File: src/rtl/fifo_pkg.sv
// Shared definitions for the asynchronous FIFO pointer blocks: default
// geometry and width-generic binary/Gray conversion helpers.
package fifo_pkg;

  localparam int ASIZE_DEF = 4;
  localparam int DEPTH     = 2 ** ASIZE_DEF;
  localparam int PTR_W     = ASIZE_DEF + 1;

  // Binary to Gray. Operates on a 32-bit container so any pointer width up to
  // 32 can use it; callers zero-extend the input and truncate the result.
  function automatic logic [31:0] bin2gray(input logic [31:0] b);
    return b ^ (b >> 5'd1);
  endfunction

  // Gray to binary. Each binary bit is the XOR of all Gray bits at or above it;
  // the doubling shifts build that prefix XOR for any width up to 32.
  function automatic logic [31:0] gray2bin(input logic [31:0] g);
    logic [31:0] b;
    b = g;
    b = b ^ (b >> 5'd1);
    b = b ^ (b >> 5'd2);
    b = b ^ (b >> 5'd4);
    b = b ^ (b >> 5'd8);
    b = b ^ (b >> 5'd16);
    return b;
  endfunction

endpackage

File: src/rtl/fifo_gray_ptr.sv
// Binary counter with a registered Gray copy. Shared by the write-side full
// block and the read-side empty block of the asynchronous FIFO.
module fifo_gray_ptr
  import fifo_pkg::*;
#(
  parameter int W = PTR_W
) (
  input  logic         clk,
  input  logic         rst_n,
  input  logic         inc_i,
  output logic [W-2:0] addr_o,
  output logic [W-1:0] gray_o,
  output logic [W-1:0] gray_next_o
);

  logic [W-1:0] bin_q;
  logic [W-1:0] bin_d;
  logic [W-1:0] gray_q;
  logic [W-1:0] gray_d;

  // Next binary count wraps naturally at 2**W; Gray is derived from it so the
  // published pointer changes one bit per increment.
  always_comb begin
    bin_d  = bin_q + W'(inc_i);
    gray_d = W'(bin2gray(32'(bin_d)));
  end

  // Pointer registers with synchronous active-low reset.
  always_ff @(posedge clk) begin
    if (!rst_n) begin
      bin_q  <= {W{1'b0}};
      gray_q <= {W{1'b0}};
    end else begin
      bin_q  <= bin_d;
      gray_q <= gray_d;
    end
  end

  assign addr_o      = bin_q[W-2:0];
  assign gray_o      = gray_q;
  assign gray_next_o = gray_d;

endmodule

File: src/rtl/fifo_wptr_full.sv
// Write-domain pointer and full-flag logic for the asynchronous FIFO.
// Drives RAM write address/strobe, publishes the Gray write pointer and
// raises full/overflow from the read pointer already synchronised into clk.
// Optional almost-full flag built only when FIFO_WPTR_AFULL_EN is defined;
// otherwise wafull is tied low.
module fifo_wptr_full
  import fifo_pkg::*;
#(
  parameter int ASIZE     = ASIZE_DEF,
  parameter int AF_MARGIN = 2
) (
  input  logic             clk,
  input  logic             rst_n,
  input  logic             winc,
  input  logic [ASIZE:0]   wq2_rptr,
  output logic             wen,
  output logic [ASIZE-1:0] waddr,
  output logic [ASIZE:0]   wptr,
  output logic             wfull,
  output logic             wovf,
  output logic             wafull
);

  localparam int PW  = ASIZE + 1;
  localparam int DEP = 2 ** ASIZE;

  if (ASIZE < 2 || AF_MARGIN < 1 || AF_MARGIN >= DEP) begin : g_bad_param
    $error("fifo_wptr_full: illegal ASIZE/AF_MARGIN combination");
  end

  logic          acc_s;
  logic [PW-1:0] gray_s;
  logic [PW-1:0] gray_d;
  logic          full_q;
  logic          full_d;
  logic          ovf_q;
  logic          ovf_d;

  // A write is taken only while not full; full is the registered flag so the
  // strobe has no combinational path from the read-side pointer.
  assign acc_s = winc & ~full_q;

  fifo_gray_ptr #(.W(PW)) u_ptr (
    .clk         (clk),
    .rst_n       (rst_n),
    .inc_i       (acc_s),
    .addr_o      (waddr),
    .gray_o      (gray_s),
    .gray_next_o (gray_d)
  );

  // Full when the next write pointer is exactly one lap ahead of the read
  // pointer: in Gray code that is the top two bits inverted, rest equal.
  // Overflow is sticky once a write is attempted against a full FIFO.
  always_comb begin
    full_d = (gray_d == {~wq2_rptr[ASIZE:ASIZE-1], wq2_rptr[ASIZE-2:0]});
    ovf_d  = ovf_q | (winc & full_q);
  end

  // Flag registers with synchronous active-low reset.
  always_ff @(posedge clk) begin
    if (!rst_n) begin
      full_q <= 1'b0;
      ovf_q  <= 1'b0;
    end else begin
      full_q <= full_d;
      ovf_q  <= ovf_d;
    end
  end

`ifdef FIFO_WPTR_AFULL_EN
  logic [PW-1:0] wbin_next_s;
  logic [PW-1:0] rbin_s;
  logic [PW-1:0] level_s;
  logic          afull_q;
  logic          afull_d;

  // Fill level from the next write count and the synchronised read count.
  // The next binary count is recovered from the Gray next-state so the
  // shared pointer block keeps a single interface for both FIFO sides.
  always_comb begin
    wbin_next_s = PW'(gray2bin(32'(gray_d)));
    rbin_s      = PW'(gray2bin(32'(wq2_rptr)));
    level_s     = wbin_next_s - rbin_s;
    afull_d     = (level_s >= PW'(DEP - AF_MARGIN));
  end

  // Almost-full register with synchronous active-low reset.
  always_ff @(posedge clk) begin
    if (!rst_n) begin
      afull_q <= 1'b0;
    end else begin
      afull_q <= afull_d;
    end
  end

  assign wafull = afull_q;
`else
  assign wafull = 1'b0;
`endif

  assign wen   = acc_s;
  assign wptr  = gray_s;
  assign wfull = full_q;
  assign wovf  = ovf_q;

endmodule

File: config.mk
export PLATFORM = sky130hd
export DESIGN_NAME = fifo_wptr_full
export DESIGN_NICKNAME = d
export VERILOG_FILES = /design/src/rtl/fifo_pkg.sv /design/src/rtl/fifo_gray_ptr.sv /design/src/rtl/fifo_wptr_full.sv
export SDC_FILE = /design/constraint.sdc
export NUM_CORES = 1
export LEC_CHECK = 0
export CORE_UTILIZATION = 36
export CTS_CLUSTER_SIZE = 30
export DETAILED_ROUTE_END_ITERATION = 7
export HOLD_SLACK_MARGIN = 0.03
export PLACE_DENSITY_LB_ADDON = 0.3
export SLEW_MARGIN = 20
export SYNTH_ARGS = -nofsm -noshare
export SYNTH_HDL_FRONTEND = slang
export SYNTH_SLANG_ARGS = --single-unit
File: constraint.sdc
create_clock -name clk -period 2.4 [get_ports clk]
set_input_delay 0.72 -clock clk [delete_from_list [all_inputs] [get_ports clk]]
set_output_delay 0.72 -clock clk [all_outputs]
set_load 0.02 [all_outputs]
==> results of run 1 <==
[how the worst max path moves through the flow]
stage / start / to / slack [ps]
after floorplan: winc / wfull / 50
after global placement: winc / wfull / -380
after detailed placement: winc / wfull / -400
after CTS: winc / wfull / 110
after global routing: winc / wfull / 20
final: winc / wfull / 120
[flip-flops by register name, summed over array words and instances (netlist names)]
signal        cells
u_ptr.bin_q       4
u_ptr.gray_o      5
wfull             1
wovf              1
[logic make-up after synthesis]
family          synth area share
fa+ha+maj                 0.0483
compound gates            0.0652
buf+inv                   0.0290
xor+xnor                   0.217
flops                      0.425
other cells              0.00724
simple gates               0.208
[layout make-up]
type / instances / area, um^2 / share of cell area
inverter: 1 / 3.75 / 0.00459
timing repair buffer: 25 / 233 / 0.285
tap: 15 / 18.8 / 0.0230
multi-input combinational: 37 / 315 / 0.386
sequential: 11 / 220 / 0.270
clock buffer: 4 / 26.3 / 0.0322
[cells in the mapped netlist]
cell type and instances:
dfxtp_1 11, xor2_1 8, and2_1 6, nor2b_1 4, nand3_1 3, xnor2_1 3
ha_1 2, a211o_1 1, a211oi_2 1, a21oi_1 1, and2_2 1, and3_2 1
buf_4 1, clkbuf_1 1, conb_1 1, inv_1 1, nand2_1 1, nor3_1 1
o211ai_1 1, or3_1 1, xor2_2 1
[through the flow]
stage / TNS, ps / cells / power [mW]
2_1_floorplan: 0 / 51 / 0.267
3_3_place_gp: -782 / 89 / 0.317
3_5_place_dp: -869 / 89 / 0.319
4_1_cts: 0 / 93 / 0.455
5_1_grt: 0 / 93 / 0.472
6_report: 0 / 93 / 0.448
[worst max-delay path, delay by kind of cell]
family          cells  cell delay (ps)
simple gates        2              500
compound gates      2              480
fa+ha+maj           2              380
buf+inv             1              240
xor+xnor            1              150
[power by group through the flow]
stage | Combinational [mW] | Sequential (mW) | Clock, mW
5_1_grt | 0.130 | 0.200 | 0.142
2_1_floorplan | 0.0523 | 0.215 | 0
3_5_place_dp | 0.116 | 0.203 | 0
4_1_cts | 0.119 | 0.199 | 0.137
6_report | 0.118 | 0.199 | 0.131
3_3_place_gp | 0.114 | 0.203 | 0
[timing repair]
item	in CTS	in global routing
setup endpoints to repair	2	0
hold buffers	0	0
resized for setup	4	0
[metal layers]
layer | global-route usage | routed length [um] | share of wire | vias up
met3 | 0.0500 | 38 | 0.039 | 4
li1 | - | - | - | 217
met2 | 0.210 | 474 | 0.49 | 14
met1 | 0.188 | 433 | 0.45 | 179
met5 | 0 | 0 | 0 | -
met4 | 0.129 | 25 | 0.026 | 0
==> run metrics, run 1 <==
Syn Nets=61; switching power=0.125 mW; sequential area share after synthesis=0.425; Max Clk Rate=0.439 GHz; worst reg-to-reg path cell count=7; Core Util, Final=0.620; RSZ-0062 raised after global routing=no; flop2flop setup slack=480 ps; Die Area=1590 um^2; slowest CP cell=or3_1; most area-consuming cells after synthesis=dfxtp_1 43%, xor2_1 14%, and2_1 7.2%; CTS Buffer Depth=2; CTS tree=built; Post-Syn Area per Cell=10.2 um^2; P per Cell Area=548 nW/um^2; WS Path Type=in2reg; Vias/cell=4.45; min-delay src=wovf; Sequential Power Share=0.443; dpl ws=-403 ps; CP max FO=2; postcts setup bufs=0; clk_lat worst skew=280 ps; Cells after Synth=51; cell area after layout=817 um^2; share of the synthesized area in the top cell type=0.425; largest net degree at the start of global routing=12; final net count=89; Iteration-0 DRC Markers=1; clk root buf=clkbuf_4; mapped cell area=518 um^2; worst vdd ir=0.000319 V; IO buf count=19; Hold Path Class=reg2reg; crit path cell chain=dlygate4sd2_1 -> nor2b_4 -> ha_4 -> ha_4 -> xor2_1 -> or3_1 -> a211o_1 -> a211oi_2; end point of the worst hold path=wovf; die height=39.9 um; gpl congestion=0.745; Final min period=2280 ps; worst reg2reg startpoint=wfull; Reg clk slew, reported paths=70 ps; Hold Vio Cnt, Final=0; Detailed Routing Iterations Pass 1=3; vias in the first global route=367; initial core utilization=0.393; setup skew after layout=5.35 ps; DP HPWL=745 um; Crit path required time=2590 ps; share of layout cells above drive strength 1=0.205; fillers=109; combinational share of power=0.263; DIE WIDTH=39.9 um; hold path depth=2; Netlist cell types=21; GR Overflow Total=0; Remaining DRCs=0; FF+latch count, synth=11; Clock Power Share=0.293; global-route wire length before repair=1490 um; diodes inserted=0; Tcrit/Tclk final=0.948; Max Slew Vio Count=0; row cnt=13; CP Capture Type=flip-flop; Yosys warnings=0; final setup fails=0; Top Ports=21; critical path's most frequent cell=ha_4; initial antenna violation count=0; startpoint type of the worst setup path=primary input; placed instance area=781 um^2; most frequent cells in the layout=17 x clkdlybuf4s50_1, 11 x dfxtp_1, 8 x xor2_1; worst r2r dst=wfull; clk sinks=11; status=finished, final reports clean; crit-path max cell delay=370 ps; commonest non-fill, non-tap cell in the layout=clkdlybuf4s50_1; vias=414; cell taking the most area after synthesis=dfxtp_1; Worst EP arrival=2470 ps; core area=1320 um^2; Area growth, synth to finish=57.7%; clock buffer count from CTS=3; per-cell routed wire length=10.4 um; CTS H-tree depth=1; leakage dissipation=0.332 nW; hold_ws=505 ps; GR Util All Layers=0.152; maxcap violations=0; Worst Setup Slack, final=124 ps; cell-internal power=0.323 mW; final WL=971 um; Switching Fraction=0.279; ANT nets after route=0
Note: power is estimated with default switching activity, not from simulation.
==> inputs of run 2 (changes only) <==
Settings changed: CTS_CLUSTER_SIZE 30 to unset, TNS_END_PERCENT set to 100.
==> results of run 2 <==
The final DEF is identical to that of run 1; final timing and power are the same.
